## src/rtl/jtag_tap_ctrl.sv

```systemverilog
// JTAG TAP controller sampled in the sys_clk domain: synchronises TCK/TMS/TDI and runs the 1149.1 state machine with IR, IDCODE and BYPASS.
// Optional trace output trace_code[3:0] is enabled by defining JTAG_TAP_TRACE_EN.
module jtag_tap_ctrl #(
  parameter int          IR_WIDTH     = 4,
  parameter logic [31:0] IDCODE_VAL   = 32'h0000_0001,
  parameter int          IDCODE_INSTR = 1,
  parameter int          SYNC_STAGES  = 2
) (
  input  logic                sys_clk,
  input  logic                sys_rst_n,
  input  logic                jtag_clk,
  input  logic                jtag_tms,
  input  logic                jtag_tdi,
  output logic                jtag_tdo,
  output logic [3:0]          tap_state,
  output logic                state_chg,
  output logic [IR_WIDTH-1:0] ir_out,
  output logic                ir_upd,
  output logic                dr_upd
`ifdef JTAG_TAP_TRACE_EN
  ,
  output logic [3:0]          trace_code
`endif
);

  typedef enum logic [3:0] {
    TLR   = 4'd0,  RTI   = 4'd1,  SELDR = 4'd2,  CAPDR = 4'd3,
    SHDR  = 4'd4,  EX1DR = 4'd5,  PDR   = 4'd6,  EX2DR = 4'd7,
    UPDR  = 4'd8,  SELIR = 4'd9,  CAPIR = 4'd10, SHIR  = 4'd11,
    EX1IR = 4'd12, PIR   = 4'd13, EX2IR = 4'd14, UPIR  = 4'd15
  } tap_state_e;

  localparam logic [IR_WIDTH-1:0] LP_IDCODE = IR_WIDTH'(IDCODE_INSTR);

  logic [SYNC_STAGES-1:0] r_tck_sync, r_tms_sync, r_tdi_sync, r_fill;
  logic                   r_tck_prev, r_armed;
  tap_state_e             r_state, w_state_next;
  logic [IR_WIDTH-1:0]    r_ir_sr, r_ir_out;
  logic [31:0]            r_id_sr;
  logic                   r_bypass, r_tdo, r_state_chg, r_ir_upd, r_dr_upd;
  logic                   w_tck, w_tms, w_tdi, w_rise, w_fall, w_sel_id;

  assign w_tck    = r_tck_sync[SYNC_STAGES-1];
  assign w_tms    = r_tms_sync[SYNC_STAGES-1];
  assign w_tdi    = r_tdi_sync[SYNC_STAGES-1];
  // Edges count only once a genuine synchronised low has been seen since reset.
  assign w_rise   = r_armed & w_tck & ~r_tck_prev;
  assign w_fall   = r_armed & ~w_tck & r_tck_prev;
  assign w_sel_id = (r_ir_out == LP_IDCODE);

  always_ff @(posedge sys_clk or negedge sys_rst_n) begin
    if (!sys_rst_n) begin
      r_tck_sync <= '0;
      r_tms_sync <= '0;
      r_tdi_sync <= '0;
      r_fill     <= '0;
      r_tck_prev <= 1'b0;
      r_armed    <= 1'b0;
    end else begin
      r_tck_sync <= {r_tck_sync[SYNC_STAGES-2:0], jtag_clk};
      r_tms_sync <= {r_tms_sync[SYNC_STAGES-2:0], jtag_tms};
      r_tdi_sync <= {r_tdi_sync[SYNC_STAGES-2:0], jtag_tdi};
      r_fill     <= {r_fill[SYNC_STAGES-2:0], 1'b1};
      r_tck_prev <= w_tck;
      if (r_fill[SYNC_STAGES-1] && !w_tck) r_armed <= 1'b1;
    end
  end

  always_ff @(posedge sys_clk or negedge sys_rst_n) begin
    if (!sys_rst_n) r_state <= TLR;
    else            r_state <= w_state_next;
  end

  always_comb begin
    w_state_next = r_state;
    if (w_rise) begin
      case (r_state)
        TLR:     w_state_next = w_tms ? TLR   : RTI;
        RTI:     w_state_next = w_tms ? SELDR : RTI;
        SELDR:   w_state_next = w_tms ? SELIR : CAPDR;
        CAPDR:   w_state_next = w_tms ? EX1DR : SHDR;
        SHDR:    w_state_next = w_tms ? EX1DR : SHDR;
        EX1DR:   w_state_next = w_tms ? UPDR  : PDR;
        PDR:     w_state_next = w_tms ? EX2DR : PDR;
        EX2DR:   w_state_next = w_tms ? UPDR  : SHDR;
        UPDR:    w_state_next = w_tms ? SELDR : RTI;
        SELIR:   w_state_next = w_tms ? TLR   : CAPIR;
        CAPIR:   w_state_next = w_tms ? EX1IR : SHIR;
        SHIR:    w_state_next = w_tms ? EX1IR : SHIR;
        EX1IR:   w_state_next = w_tms ? UPIR  : PIR;
        PIR:     w_state_next = w_tms ? EX2IR : PIR;
        EX2IR:   w_state_next = w_tms ? UPIR  : SHIR;
        UPIR:    w_state_next = w_tms ? SELDR : RTI;
        default: w_state_next = TLR;
      endcase
    end
  end

  always_ff @(posedge sys_clk or negedge sys_rst_n) begin
    if (!sys_rst_n) begin
      r_ir_sr     <= '0;
      r_ir_out    <= LP_IDCODE;
      r_id_sr     <= '0;
      r_bypass    <= 1'b0;
      r_tdo       <= 1'b0;
      r_state_chg <= 1'b0;
      r_ir_upd    <= 1'b0;
      r_dr_upd    <= 1'b0;
    end else begin
      r_state_chg <= (w_state_next != r_state);
      r_ir_upd    <= (w_state_next == UPIR) && (r_state != UPIR);
      r_dr_upd    <= (w_state_next == UPDR) && (r_state != UPDR);
      if (w_rise) begin
        case (r_state)
          CAPIR: r_ir_sr <= IR_WIDTH'(2'b01);
          SHIR:  r_ir_sr <= {w_tdi, r_ir_sr[IR_WIDTH-1:1]};
          CAPDR: if (w_sel_id) r_id_sr <= IDCODE_VAL;
                 else          r_bypass <= 1'b0;
          SHDR:  if (w_sel_id) r_id_sr <= {w_tdi, r_id_sr[31:1]};
                 else          r_bypass <= w_tdi;
          default: ;
        endcase
      end
      // The DR select changes only here, so a DR scan always sees a stable opcode.
      if (w_state_next == TLR)
        r_ir_out <= LP_IDCODE;
      else if ((w_state_next == UPIR) && (r_state != UPIR))
        r_ir_out <= r_ir_sr;
      if (w_fall) begin
        case (r_state)
          SHIR:    r_tdo <= r_ir_sr[0];
          SHDR:    r_tdo <= w_sel_id ? r_id_sr[0] : r_bypass;
          default: r_tdo <= 1'b0;
        endcase
      end
    end
  end

  assign jtag_tdo  = r_tdo;
  assign tap_state = r_state;
  assign state_chg = r_state_chg;
  assign ir_out    = r_ir_out;
  assign ir_upd    = r_ir_upd;
  assign dr_upd    = r_dr_upd;
`ifdef JTAG_TAP_TRACE_EN
  assign trace_code = r_state;
`endif

endmodule

```

## config.mk

```make
export PLATFORM = sky130hd
export DESIGN_NAME = jtag_tap_ctrl
export DESIGN_NICKNAME = d
export VERILOG_FILES = /design/src/rtl/jtag_tap_ctrl.sv
export SDC_FILE = /design/constraint.sdc
export NUM_CORES = 1
export LEC_CHECK = 0
export BUFFER_PORTS_ARGS = -buffer_cell sky130_fd_sc_hd__buf_2
export CORE_MARGIN = 5
export CORE_UTILIZATION = 35
export CTS_CLUSTER_DIAMETER = 30
export CTS_CLUSTER_SIZE = 8
export DETAILED_ROUTE_END_ITERATION = 7
export GPL_ROUTABILITY_DRIVEN = 0
export PLACE_DENSITY = 0.52
export SKIP_CTS_REPAIR_TIMING = 1
export SLEW_MARGIN = 10
export SYNTH_ARGS = -nofsm -noshare
export SYNTH_HDL_FRONTEND = slang
export SYNTH_SLANG_ARGS = --single-unit
export TNS_END_PERCENT = 20
```

## constraint.sdc

```tcl
create_clock -name sys_clk -period 1.85 [get_ports sys_clk]
set_input_delay 0.4625 -clock sys_clk [delete_from_list [all_inputs] [get_ports sys_clk]]
set_output_delay 0.4625 -clock sys_clk [all_outputs]
set_load 0.02 [all_outputs]
```

### Word-level counts from Yosys, hierarchy flattened

Index checks and enable logic that the tools add are counted.
W data, S select, Z words.

* logic and storage cells: 86
* register bits: 59

* equality and inequality tests: 25
* reduce and logical (&&, ||, !) cells: 15
* mux-type cells: 25
* bitwise logic cells: 6

Operators with widths (number)
* $mux W32: 2
* $pmux W32 S2: 1
* $pmux W4 S12: 1
* $eq A4 B4 Y1 const B: 10
* $mux W4: 7
* $eq A4 B3 Y1 const B: 4
* $eq A4 B1 Y1 const B: 2
* $eq A4 B2 Y1 const B: 2
* $logic_not A4 Y1: 2
* $ne A2 B2 Y1 const B: 4
* $ne A4 B4 Y1 const B: 2
* $pmux W4 S2: 1
* $reduce_and A4 Y1: 2
* $mux W1: 6
* $mux W2: 3
* $mux W3: 2
* $reduce_bool A2 Y1: 3
* $and A1 B1 Y1: 4
* $ne A4 B4 Y1: 1
* $pmux W1 S2: 2
* $reduce_or A2 Y1: 2
* $logic_and A1 B1 Y1: 3
* $reduce_or A3 Y1: 1
* $not A1 Y1: 2
* other kinds (2): 2

### Longest topological paths before layout

Gate-level depths: netlist of run 1.

* depth after elaboration: 8
* gate-level depth with buffers: 6
* gate-level depth less buffers: 4

### Worst setup path before layout of run 1

No wires, ideal clock.

* path type: register to register
* start point: register r_ir_out[0], in the netlist ir_out[0]
* end point: register r_tdo, in the netlist jtag_tdo
* arrival time: 1.538 ns
* clock period less this slack: 1.678 ns
* cell stages (with the launch flop): 5
* setup time: 0.140 ns
* data required time: 1.710 ns
* slack: 0.172 ns
* buffers on the path: 0
* cell sequence: dfstp_2 -> nor4b_2 -> mux2_2 -> a21oi_1 -> a41oi_1

* longest elaborated chain between the ends: 3

Ends and longest elaborated chain
* start: declaration: line 38 `logic [IR_WIDTH-1:0] r_ir_sr, r_ir_out;`
* start signal: assignment: line 128 `r_ir_out <= r_ir_sr;`
* $eq A4 B1 Y1: line 49 `assign w_sel_id = (r_ir_out == LP_IDCODE);`
* $mux W1: line 132 `SHDR: r_tdo <= w_sel_id ? r_id_sr[0] : r_bypass;`
* $pmux W1 S2: line 130 `case (r_state)`
* end signal: assignment: line 131 `SHIR: r_tdo <= r_ir_sr[0];`
* end signal: assignment: line 132
* end: declaration: line 40 `logic r_bypass, r_tdo, r_state_chg, r_ir_upd, r_dr_upd;`

No other way between the ends.
A chain may end at the register's enable or synchronous reset.

### Worst setup path after layout of run 1

* start point: register r_state[2], in the netlist tap_state[2]
* end point: output tap_state[2]

RTL lines
* start: declaration: line 37 `tap_state_e r_state, w_state_next;`
* start signal: assignment: line 71 `else r_state <= w_state_next;`
* end: declaration: line 15 `output logic [3:0] tap_state,`

No word-level cell between the ends.

==> out/results.txt, run 1 <==
The run finished with clean final reports. Sequential elements use 57.2% of the synthesized area. The minimum clock period is 1710 ps, and the average routed wire per standard cell is 12.4 um.

Summed over all layers, the global routing overflow is 0. Clock tree synthesis inserted a total of 9 buffers. On the final layout, the worst clock skew is 4.93 ps.

The number of buffers added on ports came out at 16. The standard-cell row count was 31. From left edge to right edge, the die measures 95.9 um. Power spread over the standard cell area amounts to 1180 nW/um^2.

Timing analysis after detailed placement gives a worst setup slack of 162 ps. In the routed layout, each cell is associated on average with a via count of 4.72. For the final routed database, the setup TNS stands at 0 ps. The run gives 3 as the count of H-tree levels built during CTS.

Of the total synthesized cell area, the portion taken by AND, OR, NAND and NOR gates is 19.0%. The via count of the first global-routing pass was 1,744; the max-capacitance violation count was 0. By area the synthesized netlist is led by dfrtp_1 56%, nand2_1 11%, o21ai_1 5.8%, buf_2 2.5%, o21ai_0 2.1%.

The run gives 0.00131 uW as the cell leakage power. The floorplan step defined a die boundary enclosing 9200 um^2. For the share of total power in combinational logic, the log shows 29.3%. At the worst endpoint, the required time is 1390 ps.

The number of flops mapped to enable cells by yosys was 0. The tools report the total number of yosys warnings as 0. The critical path endpoint category was a primary output.

The category of the worst setup path launch point is a register. Setup slack closes at 143 ps. Summing the areas of all fa, ha and maj instances in the mapped netlist gives 0% of the synthesized area. The peak per-stage delay on the critical path was 560 ps. TritonCTS built the clock tree.

The run gives 28.9% as the fraction of power consumed by the clock network. The share of total power consumed by net switching came out at 33.3%. For this configuration, the core starts out at a cell density of 35.8%. Setup repair after global routing left no endpoint under its margin.

The run gives 0 as the antenna violation net count after detailed routing. The tree is rooted in a clkbuf_8. Walking the worst path, the cells encountered are buf_4, buf_2.

Static timing analysis puts the maximum clock frequency at 586 MHz. Entering global routing, the biggest net connects 65 pins. The part of the cycle the worst path needs works out to 92.3%. Of the total power, registers draw 41.9%.

The logs give 3.25 mm for the total half-perimeter wirelength after legalization and detailed placement and 7210 um^2 for the core box area. Wires add up to 4.85 mm. The synthesized design devotes to its leading area cell type 56.1% of total area. The cell area after synthesis was 2580 um^2; the chip height was 95.9 um.

The maximum VDD drop came out at 0.549 mV. The clock latency reported for the late side of the worst-skew pair is 320 ps, and the synthesized instance count is 263. The tree built by TritonCTS fans out to 59 sinks. The count of pins over their slew limit was 0; the clock transition at the register clock pins on the worst setup and hold paths after CTS was 60 ps. The DRC violation count after routing is 0, and the internal power component is 2410 uW. By area, the combinational part of the netlist is dominated by simple AND/OR/NAND/NOR gates. Setup violations remaining at the end of the flow were counted as 0. Data on the critical path arrives at its endpoint at 1240 ps. Along the worst path, the maximum fanout reaches 10.

The hold violation count in the final report is 0. The total track usage came out at 12.2%. For this design, the slowest cell found on the critical path is dfrtp_1.

The detailed router finished its first iteration with 88 violations. The number of different library cells in the post-synthesis netlist is 45. In this run, synthesis produced a sequential element count of 59.

Counting along the longest clock path gives a buffer depth of 2. The tools report the routed via count as 1,844. Summing internal, switching and leakage power gives 3610 uW. In this run the power spent charging and discharging nets is 1200 uW. A synthesized cell averages 9.83 um^2.

For this run, the detailed router's first-pass iteration total came to 4. The synthesized design spends more area on one cell type than any other, namely dfrtp_1. The category of the most critical setup path is reg2out.

Counting flops with an async set or reset pin after synthesis yields a share of 100%. Xor and xnor area share after synthesis: 0.678%. The prevailing post-synth register cell is dfrtp_1. The run gives 293 as the number of nets at the end of the flow. The post-route netlist has 19.9% of its cells at a drive strength greater than 1. The first global-routing pass estimated 8.55 mm of wire. Compared with the post-synthesis result, the final layout area differs by 18.3%. Synthesis produced a netlist with a net count of 268.

The fraction of the mapped netlist area in compound gates works out to 16.6%. The total I/O pin count came out at 17. The number of antenna violations at the first check in global routing came out at 0. Share of synthesized area spent on multiplexers: 2.37%. The tightest min-delay check is of the in2async type. The antenna diode count was 0.
[flip-flops by register name (all words and copies together), names as in the netlist, 2 cells and up]
name,count
r_id_sr,32
r_tdi_sync,2
r_ir_sr,4
r_tms_sync,2
ir_out,4
tap_state,4
r_tck_sync,2
r_fill,2
[cells by family after synthesis]
| kind of cell | after synthesis |
|---|---|
| xor gates and xnor gates | 2 |
| other | 1 |
| buffers and inverters | 23 |
| and+or+nand+nor | 105 |
| AOI/OAI and AO/OA | 67 |
| DFF | 59 |
| muxes | 6 |
[critical path: cells and delay by family, from the launching register on]
family   cells  cell delay, ps
buf+inv      2             360
flops        1             560
[cell usage after synthesis, drive strengths merged (2+ instances only)]
| library cell | number |
|---|---|
| a2111oi | 2 |
| a21oi | 6 |
| a22o | 2 |
| a31oi | 4 |
| and3b | 2 |
| buf | 14 |
| clkbuf | 4 |
| dfrtp | 58 |
| inv | 5 |
| mux2i | 5 |
| nand2 | 75 |
| nand2b | 3 |
| nand3 | 2 |
| nor2 | 7 |
| nor2b | 5 |
| nor3 | 4 |
| o2111ai | 2 |
| o21ai | 41 |
| o22ai | 2 |
| xnor2 | 2 |
[path summary, 6_finish.rpt]
kind / startpoint / end / slack (ps) / depth (start not counted)
setup / recovery: tap_state[2] / tap_state[2] / 140 / 2
hold / removal: sys_rst_n / r_id_sr[9] / 50 / 1
setup reg to reg: ir_out[0] / jtag_tdo / 170 / 4
hold reg to reg: r_tck_sync[0] / r_tck_sync[1] / 350 / 0
max in group asynchronous: sys_rst_n / ir_out[0] / 1240 / 2
min in group sys_clk: jtag_clk / r_tck_sync[0] / 250 / 1
[layer usage]
metal / GRT usage [%] / part of all wire, %
met1: 16.9 / 50
met2: 17.3 / 45
met3: 4.77 / 3.5
met4: 4.27 / 1.1
met5: 0 / 0
[layout make-up]
type                    instances  area (um^2)
repair buffers                 32          250
multi-input cells             181         1010
well taps                      99          124
fillers                       722         4160
clock inverters                 2         10.0
flip-flops and latches         59         1480
inverters                       5         18.8
clock buffers                  13          169
[placed cells by master, fill, tap and decap left out, types with 5 or more instances in the layout]
master | synthesis | layout
o21ai_0 | 11 | 11
dfrtp_1 | 58 | 58
buf_4 | 0 | 12
mux2i_1 | 5 | 5
nor2_1 | 7 | 7
inv_1 | 5 | 5
nand2_1 | 75 | 75
a21oi_1 | 6 | 6
nor2b_1 | 5 | 5
o21ai_1 | 30 | 30
buf_2 | 13 | 16
clkbuf_8 | 0 | 12
[power groups by stage]
| stage | registers (uW) | logic, uW | clock network, uW |
|---|---|---|---|
| 2_1_floorplan | 1520 | 693 | 0 |
| 3_3_place_gp | 1540 | 1070 | 0 |
| 3_5_place_dp | 1530 | 1070 | 0 |
| 4_1_cts | 1510 | 1070 | 1080 |
| 5_1_grt | 1530 | 1170 | 1150 |
| 6_report | 1510 | 1060 | 1040 |
[per-stage QoR]
stage	util (%)	hold WS, ps	cells	cell area [um^2]
3_5_place_dp	39.9	335	376	2880
6_report	42.4	46.3	391	3060
2_1_floorplan	-	167	263	2580
4_1_cts	42.4	48.3	391	3060
3_3_place_gp	39.9	332	376	2880
5_1_grt	42.4	50.1	391	3060
Note: power is estimated with default switching activity, not from simulation.
==> inputs of run 2 (changes only) <==
--- a/config.mk
+++ b/config.mk
@@ -13,6 +13,7 @@
 export DETAILED_ROUTE_END_ITERATION = 7
 export GPL_ROUTABILITY_DRIVEN = 0
 export PLACE_DENSITY = 0.52
+export RECOVER_POWER = 50
 export SKIP_CTS_REPAIR_TIMING = 1
 export SLEW_MARGIN = 10
 export SYNTH_ARGS = -nofsm -noshare
==> run 2 against run 1 <==
Effect of this change:
- sequential power hardly changed
- cell count stayed put
- sequential share of layout area is 0.20 points higher
- clock-buffer cell count stayed put
- critical endpoint unchanged
- final area is 0.41% lower
==> out/results.txt, run 2 (same netlist as run 1, synthesis figures left out) <==
The via count of the first global-routing pass was 1,744 (unchanged). Counting flops per register, the top entry is r_id_sr. The total power per unit cell area is 1180 nW/um^2 (+0.44%), and the clock transition at the register clock pins on the worst setup and hold paths after CTS is 60 ps (about the same).

The average routed wire per standard cell works out to 12.5 um (+0.37%). The tools report the part of the power in registers as 41.8% (about the same). The clock root buffer was clkbuf_8. The residual overflow from global routing was 0 (unchanged). The run gives 0 (unchanged) as the antenna diode count. The placement-stage worst setup slack was 162 ps (unchanged).

Leaving out fill and tap cells, the most frequent cell in the layout is nand2_1. The run finished with clean final reports. For this design, the slowest cell found on the critical path is dfrtp_1.

For the final critical-path setup slack, the log shows 141 ps (-1.92 ps). The run gives 35.8% (unchanged) as the starting utilization of the core area. The part of the cycle the worst path needs came out at 92.4% (+0.10 points).

The chip height came out at 95.9 um (unchanged). The share of total power consumed by net switching is 33.4% (+0.10 points). The run gives 9 (unchanged) as the number of buffers created by CTS. The flip-flop count of the largest register, all copies and words added came out at 32 (unchanged).

The hold violation count in the final report is 0 (unchanged), and the standard-cell row count is 31 (unchanged). Critical path endpoint category: a primary output. The logs give 2 (unchanged) for the number of buffers on the longest clock path and 17 (unchanged) for the total I/O pin count.

The total negative slack for setup checks was 0 ps (unchanged). The global-route wire length before repair was 8.55 mm (unchanged); the clock latency reported for the late side of the worst-skew pair was 320 ps (about the same). The area of the die was 9200 um^2 (unchanged). The signal on the critical path passes through buf_4, buf_2. TritonCTS built the clock tree. The peak per-stage delay on the critical path is 560 ps (about the same), and the final non-filler cell area is 3050 um^2 (-0.41%). The tools report the share of total power in combinational logic as 29.3% (about the same). The minimum clock period came out at 1710 ps (+1.92 ps). The pin count of the biggest net entering global routing is 65 (unchanged), and the max-capacitance violation count is 0 (unchanged).

The data arrival at the endpoint of the critical path is 1250 ps (about the same), and the placed cell area is 2880 um^2 (unchanged). The maximum VDD drop came out at 0.549 mV (about the same). The total wire length after detailed routing was 4.87 mm (+0.37%); the fraction of power consumed by the clock network was 28.9% (about the same). The number of antenna violations at the first check in global routing was 0 (unchanged); the core box area was 7210 um^2 (unchanged).

The run gives 0 (unchanged) as the final count of negative-setup-slack endpoints. The tools report the clock sink count as 59 (unchanged). Total half-perimeter wirelength after legalization and detailed placement: 3.25 mm (unchanged). The number of cells on the worst reg-to-reg path is 4 (unchanged), and the total track usage is 12.2% (unchanged). The switching power total came out at 1200 uW (+0.33%). The via-per-instance ratio was 4.71 (about the same).

The number of buffers added on ports was 16 (unchanged); the internal power component was 2400 uW (-0.12%). The fraction of layout cells with a size suffix above 1 came out at 18.5% (-1.4 points). The category of the worst setup path launch point was a register. The width of the chip was 95.9 um (unchanged).

The run gives 585 MHz (-0.11%) as the maximum frequency from static timing analysis. The headroom to the max-slew limit is 42.7%. The required arrival time at the worst endpoint was 1390 ps (about the same); the maximum fanout along the worst path was 10 (unchanged).

For the routed via count, the log shows 1,843 (-0.054%). The top cell types in the final layout, fill and taps aside, are 75 x nand2_1, 58 x dfrtp_1, 30 x o21ai_1, 15 x buf_2, 12 x clkbuf_8. The antenna violation net count after detailed routing is 0 (unchanged). The final setup skew was 5.47 ps (+0.542 ps).

For the pin with the worst max-slew slack, the measured transition is 860 ps. Setup repair after global routing left no endpoint under its margin. The count of H-tree levels built during CTS was 3 (unchanged). The DRC violation count after routing is 0 (unchanged), and the layout overhead on the synthesized area is 17.9%. The count of pins over their slew limit is 0 (unchanged). The category of the most critical setup path is reg2out.

The path class of the lowest-slack min-delay path was in2async. The run gives 0.00129 uW (-1.0%) as the cell leakage power. The number of nets at the end of the flow is 293 (unchanged), and the iteration-0 DRC count of the detailed router is 76 (-14%). The first-pass iteration count of the detailed router was 4 (unchanged).
[run 2: metrics by stage]
| step | power (uW) | hold WS, ps | util (%) | instances |
|---|---|---|---|---|
| floorplan | 2210 | 167 | - | 263 |
| global placement | 2610 | 332 | 39.9 | 376 |
| detailed placement | 2600 | 335 | 39.9 | 376 |
| CTS | 3670 | 48.3 | 42.4 | 391 |
| global route | 3840 | 218 | 42.2 | 391 |
| finish | 3610 | 229 | 42.2 | 391 |
[run 2: per-layer routing]
metal | vias up | GRT usage [%] | share of wire [%]
li1 | 944 | - | -
met1 | 870 | 16.9 | 51
met2 | 24 | 17.3 | 45
met3 | 5 | 4.77 | 3.3
met4 | 0 | 4.27 | 1.1
met5 | - | 0 | 0
[run 2: path summary, 6_finish.rpt]
path | from | end | slack (ps)
setup reg to reg | ir_out[0] | jtag_tdo | 170
hold reg to reg | r_tck_sync[0] | r_tck_sync[1] | 350
min in group sys_clk | jtag_clk | r_tck_sync[0] | 250
max in group asynchronous | sys_rst_n | r_ir_sr[1] | 620
hold / removal | sys_rst_n | r_id_sr[8] | 230
setup / recovery | tap_state[2] | tap_state[2] | 140
[run 2: cell type report]
| type | instances | area (um^2) |
|---|---|---|
| multi-input combinational | 181 | 1010 |
| tap | 99 | 124 |
| clock inverter | 2 | 10.0 |
| sequential | 59 | 1480 |
| fill | 725 | 4170 |
| timing repair buffer | 32 | 238 |
| inverter | 5 | 18.8 |
| clock buffer | 13 | 169 |
[run 2: worst max-delay path, delay by kind of cell, from the launching register on]
kind / cells / cell delay, ps
buffers and inverters: 2 / 360
flip-flops: 1 / 560
[run 2: power by group through the flow]
stage          combinational [uW]  sequential, uW  clock [uW]
2_1_floorplan                 693            1520           0
3_3_place_gp                 1070            1540           0
3_5_place_dp                 1070            1530           0
4_1_cts                      1070            1510        1080
5_1_grt                      1170            1530        1150
6_report                     1060            1510        1040
==> inputs of run 3 (changes only) <==
--- a/config.mk
+++ b/config.mk
@@ -5,6 +5,7 @@
 export SDC_FILE = /design/constraint.sdc
 export NUM_CORES = 1
 export LEC_CHECK = 0
+export ABC_AREA = 1
 export BUFFER_PORTS_ARGS = -buffer_cell sky130_fd_sc_hd__buf_2
 export CORE_MARGIN = 5
 export CORE_UTILIZATION = 35
@@ -12,7 +13,7 @@
 export CTS_CLUSTER_SIZE = 8
 export DETAILED_ROUTE_END_ITERATION = 7
 export GPL_ROUTABILITY_DRIVEN = 0
-export PLACE_DENSITY = 0.52
+export PLACE_DENSITY = 0.54
 export RECOVER_POWER = 50
 export SKIP_CTS_REPAIR_TIMING = 1
 export SLEW_MARGIN = 10
==> constraint.sdc (replaced) <==
create_clock -name sys_clk -period 1.4 [get_ports sys_clk]
set_input_delay 0.35 -clock sys_clk [delete_from_list [all_inputs] [get_ports sys_clk]]
set_output_delay 0.35 -clock sys_clk [all_outputs]
set_load 0.02 [all_outputs]
==> run 3 against run 2 <==
Effect of this change:
- the flow now finishes with violations (negative setup slack)
- utilization rose by 8.5 points
- non-clock buffer count increased by 32
- sequential power grew 44%
- die area rose by 0.26%
- global-route usage increased by 1.3 points
- critical endpoint is now ir_out[2]
- highest routed layer unchanged
==> out/results.txt, run 3 <==
STA classifies the critical path startpoint as a register. The cell area after synthesis was 2590 um^2 (+0.29%). The library cells used most frequently in the layout, excluding fill and tap cells, are 99 x nand2_1, 54 x dfrtp_1, 33 x buf_4, 20 x o21ai_0, 17 x o21ai_1.

The final reports fail on negative setup slack. The count of state elements after synthesis was 59 (unchanged); the final count of negative-setup-slack endpoints was 47 (+47). The fraction of layout cells with a size suffix above 1 was 37.3% (+19 points); the iteration-0 DRC count of the detailed router was 83 (+9.2%). The run gives 3660 um^2 (+20%) as the final non-filler cell area. For the global-route wire length before repair, the log shows 9.36 mm (+9.5%). The maximum fanout along the worst path was 6 (-4); the total power per unit cell area was 1740 nW/um^2 (+47%).

The slew at the pin closest to its max-slew limit came out at 788 ps (-72.4 ps). The logs give 723 (-0.28%) for the count of fill cells added during filler insertion and 17 (unchanged) for the total I/O pin count. The cell leakage power came out at 0.00172 uW (+33%). The run finished, with violations left.

The prevailing post-synth register cell is dfrtp_1. The core box area was 7210 um^2 (unchanged); the first-pass iteration count of the detailed router was 8 (+4). The run gives 0 (unchanged) as the total number of yosys warnings.

The via-per-instance ratio is 4.61 (-2.1%), and the antenna violation net count after detailed routing is 0 (unchanged). The tools report the final critical-path setup slack as -303 ps (-444 ps). The critical path endpoint category was a register. The cell total after placement was 452 (+20%); the clock sink count was 59 (unchanged).

For the number of buffers created by CTS, the log shows 9 (unchanged). The tools report the terminus of the critical flop-to-flop path as ir_out[2]. The run gives -300 ps (-470 ps) as the slack of the worst reg-to-reg path. The data arrival at the endpoint of the critical path is 1930 ps (+680 ps). Antenna diode count: 0 (unchanged). More flip-flops sit in one register than any other, and that register is r_id_sr. The run gives 0 (unchanged) as the hold violation count in the final report.

Setup repair after global routing could not meet its margin everywhere. After layout, the worst path uses 122% of the clock period. By instance count, the leading cell after synthesis is nand2_1. The tightest min-delay check is of the in2reg type. The number of flops mapped to enable cells by yosys was 0 (unchanged); the maximum frequency from static timing analysis was 587 MHz. The number of buffers added on ports was 16 (unchanged).

The tools report the via count of the first global-routing pass as 1,950 (+12%). The count of H-tree levels built during CTS came out at 3 (unchanged). For the residual overflow from global routing, the log shows 0 (unchanged).

Average instance area after synthesis: 8.44 um^2 (-14%). The total wire length after detailed routing was 5.72 mm (+17%). The critical path ends at ir_out[2]. The tools report the number of antenna violations at the first check in global routing as 0 (unchanged). For the total track usage, the log shows 13.5% (+1.3 points). The routed via count came out at 2,187 (+19%). The logs give 307 (+17%) for the synthesized instance count and 122 ps (-106 ps) for the final hold slack.

The tools report the clock latency reported for the late side of the worst-skew pair as 330 ps (about the same). The average routed wire per standard cell was 12.1 um (-3.1%). The run gives 47.5% (+4.8 points) as the headroom to the max-slew limit. From synthesis to final layout, the design area changed by 41.1%. After layout, the minimum clock period comes to 1700 ps. The maximum VDD drop is 0.670 mV (+22%).

Starting utilization of the core area: 35.9% (+0.10 points). The area share of the leading cell type in the synthesized netlist was 56.0% (-0.16 points). The area used by sequential logic in the layout was 1480 um^2 (+0.34%). The critical path starts at tap_state[0].

TritonCTS built the clock tree. The count of pins over their slew limit came out at 0 (unchanged). Proportion of synthesized chip area in sequential cells: 57.0% (-0.17 points).

The DRC violation count after routing is 0 (unchanged), and the final setup skew is 8.38 ps (+2.91 ps). The placed cell area was 3160 um^2 (+9.8%); the number of cells on the worst reg-to-reg path was 13 (+9). The run gives 9230 um^2 (+0.26%) as the area of the die.

The required arrival time at the worst endpoint is 1630 ps (+240 ps), and the number of buffers on the longest clock path is 2 (unchanged). Leaving out fill and tap cells, the most frequent cell in the layout is nand2_1. dfrtp_1 takes more of the synthesized area than any other cell. Yosys attributes the largest share of cell area to dfrtp_1 56%, nand2_1 16%, o21ai_0 6.9%, nand3_1 3.1%, nor2_1 2.3%. The number of nets at the end of the flow was 376 (+28%); the share of flip-flops with an asynchronous set or reset after synthesis was 100% (unchanged).

The flip-flop count of the largest register, all copies and words added came out at 32 (unchanged). The number of different library cells in the post-synthesis netlist is 26 (-42%), and the chip height is 96.1 um (+0.13%). By startpoint and endpoint, the worst setup path is classified as reg2reg. The total half-perimeter wirelength after legalization and detailed placement came out at 3.83 mm (+18%).

The run gives 44 (-32%) as the pin count of the biggest net entering global routing. The run gives 1180 um^2 (+17%) as the multi-input combinational cell area. The commonest cells after synthesis are 112 x nand2_1, 58 x dfrtp_1, 36 x o21ai_0.

The clock transition at the register clock pins on the worst setup and hold paths after CTS was 70 ps (about the same); the number of non-filler instances in the completed layout was 474 (+21%). The reg-to-reg startpoint is tap_state[0]. For the max-capacitance violation count, the log shows 0 (unchanged).

The clock root buffer was clkbuf_8. The run gives 312 (+16%) as the number of nets in the synthesized netlist. The width of the chip works out to 96.1 um (+0.13%). The tools report the standard-cell row count as 31 (unchanged).
-- run 3: worst max-delay path, cell delays in order, from the launching register on --
cell and delay (ps):
dfrtp_2 490, nor2_4 170, nand2_2 90, buf_6 130, nand2_4 50, nor2_2 40
nand3_2 50, nand2_2 60, nand2_4 110, nand2_4 80, nor2_4 120, nand2_4 80
nand3_1 70, nand2_1 50
-- run 3: cells by family (layout without fill, tap and decap cells) --
logic type / count (synthesis) / in the layout / synth area share [%]
AND/OR/NAND/NOR: 165 / 165 / 27.9
buffers and inverters: 32 / 100 / 4.92
flip-flops: 59 / 59 / 57.0
AO/OA/AOI/OAI: 50 / 50 / 10.0
other: 1 / 1 / 0.145
-- run 3: how the worst min path moves through the flow --
stage	start	end	slack, ps	depth (start not counted)
global route	jtag_tdi	r_tdi_sync[0]	90	1
floorplan	sys_rst_n	dr_upd	50	0
finish	jtag_clk	r_tck_sync[0]	120	1
CTS	sys_rst_n	state_chg	-100	1
detailed placement	sys_rst_n	state_chg	270	1
global placement	sys_rst_n	state_chg	270	1
-- run 3: per-layer routing --
layer / up-vias / wire, um / track usage, %
li1: 1111 / - / -
met1: 1025 / 2730 / 18.6
met2: 43 / 2600 / 19.1
met3: 8 / 282 / 4.22
met4: 0 / 106 / 6.40
met5: - / 0 / 0
-- run 3: final cells by class --
| class | count | share of cell area, % |
|---|---|---|
| Inverter | 21 | 2.50 |
| Timing Repair Buffer | 64 | 15.2 |
| Multi-Input combinational cell | 216 | 32.3 |
| Clock inverter | 4 | 2.02 |
| Sequential cell | 59 | 40.5 |
| Tap cell | 99 | 3.39 |
| Clock buffer | 11 | 4.14 |
-- run 3: metrics by stage --
stage | utilization [%] | worst slack, ps | setup TNS (ps) | total power [uW]
global route | 50.7 | -432 | -17410 | 6750
global placement | 43.8 | -339 | -9510 | 4220
detailed placement | 43.8 | -312 | -9420 | 4230
finish | 50.7 | -303 | -10280 | 6350
CTS | 46.9 | -338 | -10610 | 6000
floorplan | - | -179 | -5850 | 3430
-- run 3: power breakdown --
group	switching [uW]	leakage (uW)	internal, uW
logic	1370	0.000832	1060
registers	246	0.000768	1930
clock network	659	0.000115	1090
total	2270	0.00172	4080
